[src/rtl/sync_conditioner.sv]
// sync_conditioner
//   Conditions the raw H and V sync pins for the video format detector.
//   Each channel is synchronised, deglitched and polarity-detected, and
//   produces a clean active-high sync level, a leading-edge strobe and a
//   presence flag. Both channels share one implementation and differ only
//   in their idle timeout.
//
// Ports
//   clk_50mhz_in  in   system clock, rising edge
//   reset         in   asynchronous, active-high, clears all state
//   hsync_in      in   raw hsync, asynchronous, either polarity
//   vsync_in      in   raw vsync, asynchronous, either polarity
//   hsync_out     out  conditioned hsync, 1 = sync active
//   vsync_out     out  conditioned vsync, 1 = sync active
//   hsync_strobe  out  one-cycle pulse on the hsync_out 0->1 edge
//   vsync_strobe  out  one-cycle pulse on the vsync_out 0->1 edge
//   hsync_pol     out  detected raw hsync polarity, 1 = active-high
//   vsync_pol     out  detected raw vsync polarity, 1 = active-high
//   h_present     out  hsync toggling within H_TIMEOUT
//   v_present     out  vsync toggling within V_TIMEOUT

// One sync channel: synchroniser, run-length filter, period measurement,
// presence tracking, polarity detection and registered outputs.
module sync_conditioner_chan #(
  parameter int FILTER_LEN = 4,
  parameter int CNT_W      = 24,
  parameter int TIMEOUT    = 2500
) (
  input  logic clk,
  input  logic reset,
  input  logic raw,
  output logic level,
  output logic strobe,
  output logic pol,
  output logic present
);

  localparam int RC_W = $clog2(FILTER_LEN) + 1;
  localparam logic [RC_W-1:0]  RC_ZERO  = {RC_W{1'b0}};
  localparam logic [RC_W-1:0]  RC_ONE   = {{(RC_W-1){1'b0}}, 1'b1};
  localparam logic [RC_W-1:0]  RC_LAST  = RC_W'(FILTER_LEN - 1);
  localparam logic [CNT_W-1:0] CNT_ZERO = {CNT_W{1'b0}};
  localparam logic [CNT_W-1:0] CNT_ONE  = {{(CNT_W-1){1'b0}}, 1'b1};
  localparam logic [CNT_W-1:0] CNT_MAX  = {CNT_W{1'b1}};
  localparam logic [CNT_W-1:0] IC_LAST  = CNT_W'(TIMEOUT - 1);

  logic             s1_r, s2_r, f_r, f_d_r;
  logic [RC_W-1:0]  rc_r;
  logic [CNT_W-1:0] hi_cnt_r, lo_cnt_r, ic_r;
  logic             armed_r, present_r, pol_r, out_r, strobe_r;

  logic             f_upd_s, f_nxt_s, rise_s, edge_s, timeout_s;
  logic [RC_W-1:0]  rc_nxt_s;
  logic [CNT_W-1:0] hi_nxt_s, lo_nxt_s, ic_nxt_s;
  logic             armed_nxt_s, present_nxt_s, pol_nxt_s, out_nxt_s, strobe_nxt_s;

  function automatic logic [CNT_W-1:0] sat_inc(input logic [CNT_W-1:0] v);
    if (v == CNT_MAX) begin
      return v;
    end else begin
      return v + CNT_ONE;
    end
  endfunction

  // rise/edge are seen one cycle after f changes, aligned with the output update
  assign rise_s = f_r & ~f_d_r;
  assign edge_s = f_r ^ f_d_r;

  // Run-length filter: accept a new level after FILTER_LEN consecutive samples
  always_comb begin
    f_upd_s  = 1'b0;
    f_nxt_s  = f_r;
    rc_nxt_s = RC_ZERO;
    if (s2_r == f_r) begin
      rc_nxt_s = RC_ZERO;
    end else if (rc_r == RC_LAST) begin
      f_upd_s  = 1'b1;
      f_nxt_s  = s2_r;
      rc_nxt_s = RC_ZERO;
    end else begin
      rc_nxt_s = rc_r + RC_ONE;
    end
  end

  // High/low portion counters; the rise cycle already belongs to the new high portion
  always_comb begin
    hi_nxt_s = hi_cnt_r;
    lo_nxt_s = lo_cnt_r;
    if (rise_s) begin
      hi_nxt_s = CNT_ONE;
      lo_nxt_s = CNT_ZERO;
    end else if (f_r) begin
      hi_nxt_s = sat_inc(hi_cnt_r);
    end else begin
      lo_nxt_s = sat_inc(lo_cnt_r);
    end
  end

  // Idle counter and presence tracking; idle time is counted from the edge where f changes
  always_comb begin
    ic_nxt_s      = ic_r;
    armed_nxt_s   = armed_r;
    present_nxt_s = present_r;
    timeout_s     = ~f_upd_s & (ic_r == IC_LAST);
    if (f_upd_s) begin
      ic_nxt_s = CNT_ZERO;
    end else begin
      ic_nxt_s = sat_inc(ic_r);
    end
    if (timeout_s) begin
      present_nxt_s = 1'b0;
      armed_nxt_s   = 1'b0;
    end else if (rise_s && !present_r) begin
      if (armed_r) begin
        present_nxt_s = 1'b1;
        armed_nxt_s   = 1'b0;
      end else begin
        armed_nxt_s = 1'b1;
      end
    end else begin
      armed_nxt_s = armed_r;
    end
  end

  // Polarity from the measured period: the shorter portion is the sync pulse
  always_comb begin
    pol_nxt_s = pol_r;
    if (rise_s && present_nxt_s) begin
      if (hi_cnt_r < lo_cnt_r) begin
        pol_nxt_s = 1'b1;
      end else if (hi_cnt_r > lo_cnt_r) begin
        pol_nxt_s = 1'b0;
      end else begin
        pol_nxt_s = pol_r;
      end
    end else begin
      pol_nxt_s = pol_r;
    end
  end

  // Output level from the updated pol/present; strobe only on f-driven 0->1
  always_comb begin
    out_nxt_s    = present_nxt_s & (pol_nxt_s ? f_r : ~f_r);
    strobe_nxt_s = edge_s & out_nxt_s & ~out_r;
  end

  // State registers
  always_ff @(posedge clk or posedge reset) begin
    if (reset) begin
      s1_r      <= 1'b0;
      s2_r      <= 1'b0;
      f_r       <= 1'b0;
      f_d_r     <= 1'b0;
      rc_r      <= RC_ZERO;
      hi_cnt_r  <= CNT_ZERO;
      lo_cnt_r  <= CNT_ZERO;
      ic_r      <= CNT_ZERO;
      armed_r   <= 1'b0;
      present_r <= 1'b0;
      pol_r     <= 1'b0;
      out_r     <= 1'b0;
      strobe_r  <= 1'b0;
    end else begin
      s1_r      <= raw;
      s2_r      <= s1_r;
      f_r       <= f_nxt_s;
      f_d_r     <= f_r;
      rc_r      <= rc_nxt_s;
      hi_cnt_r  <= hi_nxt_s;
      lo_cnt_r  <= lo_nxt_s;
      ic_r      <= ic_nxt_s;
      armed_r   <= armed_nxt_s;
      present_r <= present_nxt_s;
      pol_r     <= pol_nxt_s;
      out_r     <= out_nxt_s;
      strobe_r  <= strobe_nxt_s;
    end
  end

  assign level   = out_r;
  assign strobe  = strobe_r;
  assign pol     = pol_r;
  assign present = present_r;

endmodule

module sync_conditioner #(
  parameter int FILTER_LEN = 4,
  parameter int CNT_W      = 24,
  parameter int H_TIMEOUT  = 2500,
  parameter int V_TIMEOUT  = 2500000
) (
  input  logic clk_50mhz_in,
  input  logic reset,
  input  logic hsync_in,
  input  logic vsync_in,
  output logic hsync_out,
  output logic vsync_out,
  output logic hsync_strobe,
  output logic vsync_strobe,
  output logic hsync_pol,
  output logic vsync_pol,
  output logic h_present,
  output logic v_present
);

  sync_conditioner_chan #(
    .FILTER_LEN (FILTER_LEN),
    .CNT_W      (CNT_W),
    .TIMEOUT    (H_TIMEOUT)
  ) u_h (
    .clk     (clk_50mhz_in),
    .reset   (reset),
    .raw     (hsync_in),
    .level   (hsync_out),
    .strobe  (hsync_strobe),
    .pol     (hsync_pol),
    .present (h_present)
  );

  sync_conditioner_chan #(
    .FILTER_LEN (FILTER_LEN),
    .CNT_W      (CNT_W),
    .TIMEOUT    (V_TIMEOUT)
  ) u_v (
    .clk     (clk_50mhz_in),
    .reset   (reset),
    .raw     (vsync_in),
    .level   (vsync_out),
    .strobe  (vsync_strobe),
    .pol     (vsync_pol),
    .present (v_present)
  );

endmodule

[config.mk]
export PLATFORM = sky130hd
export DESIGN_NAME = sync_conditioner
export DESIGN_NICKNAME = d
export VERILOG_FILES = /design/src/rtl/sync_conditioner.sv
export SDC_FILE = /design/constraint.sdc
export NUM_CORES = 1
export LEC_CHECK = 0
export BUFFER_PORTS_ARGS = -buffer_cell sky130_fd_sc_hd__buf_2
export CAP_MARGIN = 5
export CORE_ASPECT_RATIO = 1.5
export CORE_MARGIN = 2
export CORE_UTILIZATION = 64
export DETAILED_ROUTE_END_ITERATION = 12
export PLACE_DENSITY = 0.81
export SYNTH_ARGS = -nofsm -noshare
export SYNTH_HDL_FRONTEND = slang
export SYNTH_SLANG_ARGS = --single-unit
[constraint.sdc]
create_clock -name clk_50mhz_in -period 5.9 [get_ports clk_50mhz_in]
set_input_delay 0.59 -clock clk_50mhz_in [delete_from_list [all_inputs] [get_ports clk_50mhz_in]]
set_output_delay 0.59 -clock clk_50mhz_in [all_outputs]
set_load 0.02 [all_outputs]
==> results.json, run 1 <==
{
  "status": "completed",
  "postSynthAreaPerCell_um2": 8.92,
  "routed-wl-met3_um": 676,
  "synth_cells": 1092,
  "synth_seq_area_share": 0.431,
  "first_global_vias": 7981,
  "cts_tree": "yes",
  "port_buffers": 11,
  "timing.final.crit_share": 0.527,
  "postCtsSetupRepairBufs": 0,
  "antenna_found_initial": 0,
  "drtIter0Drc": 476,
  "p_leak_nw": 4.37,
  "final_nets": 1160,
  "synth_seq_cells": 168,
  "cp_data_arrival_time_ns": 3.42,
  "crit_type": "register to register",
  "clk_latency_ns": 0.44,
  "cts_inserted_buffers": 17,
  "syn-num-nets": 1154,
  "synthArstFlopShare": 1.00,
  "antenna_cells": 0,
  "wl_per_cell_um": 16.2,
  "viasPerCell": 6.18,
  "cts_sinks": 168,
  "row_count": 55,
  "relSlewSlack": 0.343,
  "io_pins": 12,
  "powerDensity_mw_per_mm2": 342,
  "htree_levels": 4,
  "drt_pass1_iterations": 5,
  "dp_cells": 1278,
  "wl_met1_um": 8910,
  "die_h_um": 155,
  "max_slew.worst_pin.slew_ns": 0.970,
  "grt_usage": 0.278,
  "fmax_mhz": 321,
  "clk_pin_slew_worst_paths_ns": 0.07,
  "cts_root_buf": "clkbuf_16",
  "setup_viol": 0,
  "yosys_warnings": 0,
  "layout-drive-gt1-share": 0.0594,
  "grt_pass1_wl_um": 37200,
  "layout_min_cycle_time_ns": 3.11,
  "grt_max_degree": 107,
  "min_path_type": "primary input to register",
  "setup_ws_ns": 2.79,
  "setup-tns-final_ns": 0,
  "end_kind": "register",
  "core_area_mm2": 0.0150,
  "hold_buffers": 0,
  "utilization": 0.702,
  "syn2layout_area_growth_pct": 8.00,
  "place_congestion": 0.863,
  "dp_slack_ns": 2.82,
  "maxSlewViolCount": 0,
  "ant_nets": 0,
  "synthesis.area_mm2": 0.00975,
  "cp_max_fo": 35,
  "start_util": 0.650,
  "met2_length_um": 11100,
  "cap_violations": 0,
  "hold_viol_final": 0,
  "wl_um": 21300,
  "dieArea_mm2": 0.0163,
  "ir_drop_mv": 0.265,
  "num_vias": 8098,
  "synth_edf_count": 0,
  "chipWidth_um": 105,
  "drc": 0,
  "cts-resized-gates": 0,
  "required_ns": 6.21,
  "post-dp-hpwl_um": 14600,
  "ys_types": 64,
  "whs_ns": 0.261,
  "clk_path_buf_depth": 2,
  "rsz0062_at_grt": "false",
  "critPathLaunchType": "register",
  "synth_top_flop_cell": "dfrtp_1",
  "grt_overflow": 0,
  "skew_ns": 0.00864,
  "final_cells": 1310,
  "route.top_layer_used": "met4"
}
## final cells by class
class	count	area [um2]
multi-input combinational	818	5120
fill	1232	4480
sequential	168	4200
clock buffer	17	425
inverter	75	287
tap	199	249
clock inverter	15	129
timing repair buffer	18	108
## per-stage QoR
| step | instance area, um2 | power [mW] |
|---|---|---|
| after floorplan | 9750 | 2.28 |
| after global placement | 9970 | 2.50 |
| after detailed placement | 9970 | 2.55 |
| after CTS | 10500 | 3.62 |
| after global routing | 10500 | 3.82 |
| final | 10500 | 3.60 |
## sequential cells by signal, indices dropped and copies added, names as in the netlist, 3 cells and up
signal and flops:
u_h.hi_cnt_r 24, u_h.ic_r 24, u_h.lo_cnt_r 24, u_v.hi_cnt_r 24
u_v.ic_r 24, u_v.lo_cnt_r 24, u_h.rc_r 3, u_v.rc_r 3
## synthesized netlist by cell type, types with 5 or more instances
cell / n / area (um2)
dfrtp_1: 168 / 4200
nor2_1: 125 / 469
o21ai_0: 94 / 470
inv_1: 75 / 282
nand2_1: 68 / 255
ha_1: 58 / 726
nand3_1: 57 / 285
xnor2_1: 55 / 482
nand4_1: 50 / 313
a21oi_1: 44 / 220
nor3_1: 33 / 165
nor4_1: 25 / 156
or3_1: 25 / 156
clkbuf_1: 23 / 86.3
xor2_1: 20 / 175
a31oi_1: 17 / 106
and3_1: 17 / 106
nor2b_1: 12 / 75.1
and4_1: 11 / 96.3
o31ai_1: 9 / 67.6
nor3b_1: 7 / 52.6
o21ai_1: 7 / 35.0
or4_1: 7 / 52.6
mux2i_1: 6 / 60.1
nand2b_1: 6 / 37.5
o211ai_1: 6 / 45.0
nor4b_1: 5 / 43.8
## worst paths after layout
path / depth (start not counted) / from / slack [ns] / to
hold reg to reg: 0 / u_v.s1_r / 0.35 / u_v.s2_r
setup reg to reg: 6 / u_v.f_r / 2.79 / u_v.strobe
setup / recovery: 6 / u_v.f_r / 2.79 / u_v.strobe
min in group asynchronous: 2 / reset / 0.37 / u_v.ic_r[6]
max in group asynchronous: 3 / reset / 4.16 / u_h.ic_r[0]
hold / removal: 1 / vsync_in / 0.26 / u_v.s1_r
## layer usage
| metal | up-vias | global-route usage |
|---|---|---|
| met5 | - | 0 |
| met1 | 3921 | 0.333 |
| met4 | 0 | 0.122 |
| met3 | 48 | 0.0473 |
| met2 | 187 | 0.491 |
| li1 | 3942 | - |
## power breakdown
part           internal (mW)  switching, mW
combinational          0.399          0.647
sequential              1.30          0.188
clock                  0.554          0.514
total                   2.26           1.35
## cell usage in the layout, fill, tap and decap left out, types with 3 or more instances in the layout
| cell | synthesis | routed |
|---|---|---|
| dfrtp_1 | 168 | 168 |
| nor2_1 | 125 | 125 |
| o21ai_0 | 94 | 94 |
| inv_1 | 75 | 74 |
| nand2_1 | 68 | 68 |
| nand3_1 | 57 | 57 |
| ha_1 | 58 | 57 |
| xnor2_1 | 55 | 55 |
| nand4_1 | 50 | 50 |
| a21oi_1 | 44 | 44 |
| nor3_1 | 33 | 33 |
| or3_1 | 25 | 25 |
| nor4_1 | 25 | 25 |
| xor2_1 | 20 | 20 |
| and3_1 | 17 | 17 |
| a31oi_1 | 17 | 17 |
| clkbuf_16 | 0 | 17 |
| nor2b_1 | 12 | 12 |
| and4_1 | 11 | 11 |
| buf_2 | 2 | 11 |
| o31ai_1 | 9 | 9 |
| or4_1 | 7 | 7 |
| o21ai_1 | 7 | 7 |
| nor3b_1 | 7 | 7 |
| inv_6 | 0 | 7 |
| buf_4 | 3 | 7 |
| nand2b_1 | 6 | 6 |
| o211ai_1 | 6 | 6 |
| mux2i_1 | 6 | 6 |
| nor4b_1 | 5 | 5 |
| and2_1 | 4 | 4 |
| or2_2 | 4 | 4 |
| a2111oi_0 | 4 | 4 |
| a211oi_1 | 4 | 4 |
| nand3b_1 | 3 | 3 |
| a21o_1 | 3 | 3 |
| inv_8 | 0 | 3 |
## critical path, stage by stage (launching register included)
cell and delay, ns:
dfrtp_1 0.67, ha_2 0.53, buf_4 0.42, nand2b_1 0.09
a2111oi_0 0.74, a21boi_0 0.33, mux2i_1 0.20
## logic make-up (layout without fill, tap and decap cells)
logic type / after synthesis / in the layout / synth area share
multiplexers: 7 / 7 / 0.00732
flip-flops: 168 / 168 / 0.431
buffers and inverters: 106 / 125 / 0.0431
adder cells (fa/ha/maj): 58 / 58 / 0.0745
AND/OR/NAND/NOR: 467 / 467 / 0.247
AO/OA/AOI/OAI: 211 / 211 / 0.129
XOR/XNOR: 75 / 75 / 0.0674
(Power assumes the default switching activity.)
==> run 2: changes to the inputs <==
CORE_UTILIZATION = 58   (was 64)
PLACE_DENSITY = 0.77   (was 0.81)
clock period = 2.8 ns   (was 5.9 ns; I/O delays follow)
==> results.json, run 2 (same netlist as run 1, synthesis figures left out) <==
{
  "port_buffers": 11,
  "maxSlewViolCount": 0,
  "required_ns": 3.09,
  "grt_max_degree": 40,
  "clk_pin_slew_worst_paths_ns": 0.06,
  "first_global_vias": 7893,
  "timing.final.crit_share": 0.902,
  "wl_um": 21400,
  "chipWidth_um": 110,
  "start_util": 0.586,
  "ant_nets": 0,
  "die_h_um": 163,
  "hold_viol_final": 0,
  "layout-drive-gt1-share": 0.0725,
  "skew_ns": 0.00674,
  "core_area_mm2": 0.0166,
  "cp_max_fo": 6,
  "utilization": 0.652,
  "num_vias": 8084,
  "final_cell_area_mm2": 0.0108,
  "grt_pass1_wl_um": 36800,
  "place_area_mm2": 0.0102,
  "fmax_mhz": 396,
  "clk_latency_ns": 0.42,
  "drt_pass1_iterations": 10,
  "crit_type": "register to register",
  "worstHoldStart": "u_h.s1_r",
  "grt_usage": 0.257,
  "wl_per_cell_um": 16.0,
  "io_pins": 12,
  "worstReg2RegEnd": "u_v.level",
  "drtIter0Drc": 462,
  "setup_viol": 0,
  "post-dp-hpwl_um": 15400,
  "status": "completed",
  "startpoint": "u_v.lo_cnt_r[10]",
  "layout_common_cells": "dfrtp_1, nor2_1, o21ai_0",
  "p_leak_nw": 4.52,
  "worstReg2RegStart": "u_v.lo_cnt_r[10]",
  "relSlewSlack": 0.523,
  "critPathLaunchType": "register",
  "end_kind": "register",
  "row_count": 58,
  "clk_path_buf_depth": 2,
  "dieArea_mm2": 0.0179,
  "ff2ff_path_depth": 9,
  "antenna_cells": 0,
  "final_common_cell": "dfrtp_1",
  "ir_drop_mv": 0.647,
  "rsz0062_at_grt": "false",
  "fillers": 1366,
  "setup-tns-final_ns": 0,
  "syn2layout_area_growth_pct": 11.1,
  "cts_root_buf": "clkbuf_16",
  "place_congestion": 0.837,
  "cts_inserted_buffers": 17,
  "viasPerCell": 6.03,
  "grt_overflow": 0,
  "min_path_type": "register to register",
  "cap_violations": 0,
  "drc": 0,
  "cts_tree": "yes",
  "hold_depth": 0,
  "max_slew.worst_pin.slew_ns": 0.714,
  "final_nets": 1181,
  "holdPathEnd": "u_h.s2_r",
  "r2r_slack_ns": 0.27,
  "cp_data_arrival_time_ns": 2.81,
  "layout_min_cycle_time_ns": 2.53,
  "antenna_found_initial": 0,
  "htree_levels": 4,
  "powerDensity_mw_per_mm2": 734,
  "cts_sinks": 168
}
-- run 2: final cells by class --
class	count	area, um2	share of cell area
Clock inverter	11	171	0.0158
Inverter	75	285	0.0263
Timing Repair Buffer	39	323	0.0298
Sequential cell	168	4200	0.388
Tap cell	210	263	0.0243
Clock buffer	20	457	0.0422
Multi-Input combinational cell	818	5120	0.473
-- run 2: power by group --
group | leakage, nW | switching (mW) | total, mW | internal [mW]
Combinational | 1.96 | 1.41 | 2.33 | 0.924
Clock | 0.302 | 0.974 | 2.51 | 1.54
Sequential | 2.26 | 0.354 | 3.10 | 2.75
-- run 2: worst max path at each step --
| stage | endpoint | cells after the start |
|---|---|---|
| after floorplan | u_h.armed_r | 1 |
| after global placement | u_v.level | 9 |
| after detailed placement | u_v.level | 9 |
| after CTS | u_v.level | 9 |
| after global routing | u_v.level | 9 |
| final | u_v.level | 9 |
-- run 2: repair_timing --
item | CTS | global route
hold buffers | 3 | 0
hold endpoints to repair | 20 | 0
setup endpoints to repair | 0 | 1
setup buffers | 0 | 0
gates resized for setup | 0 | 1
-- run 2: metal layers --
metal | vias up | wire (um) | part of all wire | GRT usage
li1 | 3986 | - | - | -
met1 | 3909 | 8940 | 0.42 | 0.313
met2 | 157 | 11400 | 0.53 | 0.452
met3 | 32 | 549 | 0.026 | 0.0432
met4 | 0 | 497 | 0.023 | 0.0926
met5 | - | 0 | 0 | 0
-- run 2: metrics by stage --
stage / worst slack [ns] / instances / hold slack (ns) / power, mW
final: 0.275 / 1341 / 0.351 / 7.95
after global routing: 0.108 / 1341 / 0.354 / 8.45
after CTS: 0.175 / 1341 / 0.353 / 7.99
after detailed placement: 0.209 / 1307 / 0.339 / 5.44
after global placement: 0.307 / 1307 / 0.337 / 5.37
after floorplan: 0.379 / 1092 / 0.311 / 4.80
-- run 2: critical path: stages (launching register included) --
cell and delay [ns]:
dfrtp_1 0.43, inv_1 0.07, ha_1 0.33, a211oi_1 0.24
a211oi_1 0.10, o31a_1 0.28, a2111oi_1 0.44, buf_4 0.20
a21boi_0 0.14, mux2i_1 0.17
==> run 3: changes to the inputs <==
RECOVER_POWER = 100   (was not set)
SETUP_SLACK_MARGIN = 0.15   (was not set)
==> results.json, run 3 (same netlist as run 1, synthesis figures left out) <==
{
  "row_count": 58,
  "powerDensity_mw_per_mm2": 738,
  "use_met2": 0.452,
  "grt_use_met1": 0.313,
  "ir_drop_mv": 0.643,
  "crit_end": "u_v.lo_cnt_r[8]",
  "core_area_mm2": 0.0166,
  "clk_pin_slew_worst_paths_ns": 0.07,
  "place_congestion": 0.837,
  "port_buffers": 11,
  "cts_root_buf": "clkbuf_16",
  "drt_pass1_iterations": 5,
  "start_util": 0.586,
  "setup_viol": 0,
  "drc": 0,
  "worstHoldStart": "u_h.s1_r",
  "post-dp-hpwl_um": 15400,
  "chipWidth_um": 110,
  "wl_um": 21500,
  "relSlewSlack": 0.262,
  "final_nets": 1181,
  "crit_type": "register to register",
  "r2r_slack_ns": 0.25,
  "clk_latency_ns": 0.43,
  "final_cells": 1341,
  "first_global_vias": 7893,
  "busiest_layer": "met2",
  "setup-tns-final_ns": 0,
  "antenna_cells": 0,
  "worstReg2RegStart": "u_v.lo_cnt_r[12]",
  "clk_path_buf_depth": 2,
  "final_common_cell": "dfrtp_1",
  "required_ns": 3.10,
  "timing.final.crit_share": 0.909,
  "cts_inserted_buffers": 17,
  "htree_levels": 4,
  "cts_sinks": 168,
  "skew_ns": 0.00809,
  "drtIter0Drc": 483,
  "startpoint": "u_v.lo_cnt_r[12]",
  "utilization": 0.645,
  "hold_viol_final": 0,
  "io_pins": 12,
  "worstReg2RegEnd": "u_v.lo_cnt_r[8]",
  "finalPower_mw": 7.91,
  "max_slew.worst_pin.slew_ns": 1.11,
  "dp_cells": 1307,
  "grt_overflow": 0,
  "grt_max_degree": 40,
  "ant_nets": 0,
  "num_vias": 8152,
  "cp_max_fo": 10,
  "ff2ff_path_depth": 5,
  "grt_use_met3": 0.0432,
  "fillers": 1394,
  "syn2layout_area_growth_pct": 9.99,
  "cp_data_arrival_time_ns": 2.84,
  "rsz0062_at_grt": "false",
  "grt_usage": 0.257,
  "min_path_type": "register to register",
  "wl_per_cell_um": 16.1,
  "end_kind": "register",
  "cap_violations": 0,
  "p_leak_nw": 4.44,
  "die_h_um": 163,
  "cts_tree": "yes",
  "grt_pass1_wl_um": 36800,
  "status": "completed",
  "layout_min_cycle_time_ns": 2.55,
  "viasPerCell": 6.08,
  "critPathLaunchType": "register",
  "dieArea_mm2": 0.0179,
  "fmax_mhz": 393,
  "layout-drive-gt1-share": 0.0548,
  "maxSlewViolCount": 0,
  "layout_common_cells": "dfrtp_1, nor2_1, o21ai_0",
  "antenna_found_initial": 0
}
[run 3: cell count changes in the layout (fill, tap and decap cells not counted), moves of 3 or more]
cell      previous run  this run
clkbuf_2             0         3
o21ai_1              7         0
buf_2               11         2
buf_4               21        12
clkbuf_1             1        18
o21ai_0             94       101
buf_12               4         0
[run 3: area by class of cell]
class | count | area, um2 | share of cell area
clock inverter | 11 | 171 | 0.0160
clock buffer | 20 | 457 | 0.0426
inverter | 75 | 283 | 0.0264
multi-input combinational | 818 | 5110 | 0.477
tap | 210 | 263 | 0.0245
timing repair buffer | 39 | 229 | 0.0214
sequential | 168 | 4200 | 0.392
[run 3: what timing repair did]
item                                    4_1_cts  5_1_grt
resized for setup                             0        2
hold buffers                                  3        0
buffers inserted                              0        0
endpoints found under the setup margin        0        2
endpoints found under the hold margin        20        0
[run 3: stage by stage]
stage | setup WS [ns] | hold WS, ns | area, um2
after global routing | 0.101 | 0.354 | 10700
after detailed placement | 0.209 | 0.339 | 10200
after global placement | 0.307 | 0.337 | 10200
final | 0.255 | 0.351 | 10700
after CTS | 0.175 | 0.353 | 10800
after floorplan | 0.379 | 0.311 | 9750
[run 3: where the power goes]
part	internal [mW]	switching [mW]
Clock	1.54	0.982
Sequential	2.75	0.354
Combinational	0.884	1.40
[run 3: critical path: stages, from the launching register on]
cell     delay, ns
dfrtp_1       0.43
nand4_1       0.23
or4_1         0.66
o41ai_4       0.55
or2_1         0.40
o21ai_0       0.14
[run 3: worst min-delay path by stage]
stage	slack [ns]	to	cells after the start
2_1_floorplan	0.31	u_h.s1_r	0
3_3_place_gp	0.34	u_h.s2_r	0
3_5_place_dp	0.34	u_h.s2_r	0
4_1_cts	0.35	u_h.s2_r	0
5_1_grt	0.35	u_h.s2_r	0
6_report	0.35	u_h.s2_r	0
[run 3: per-layer routing]
layer  share of wire  wire length (um)
met4           0.024               513
met3           0.030               641
met1            0.42              8940
met2            0.53             11400
met5               0                 0
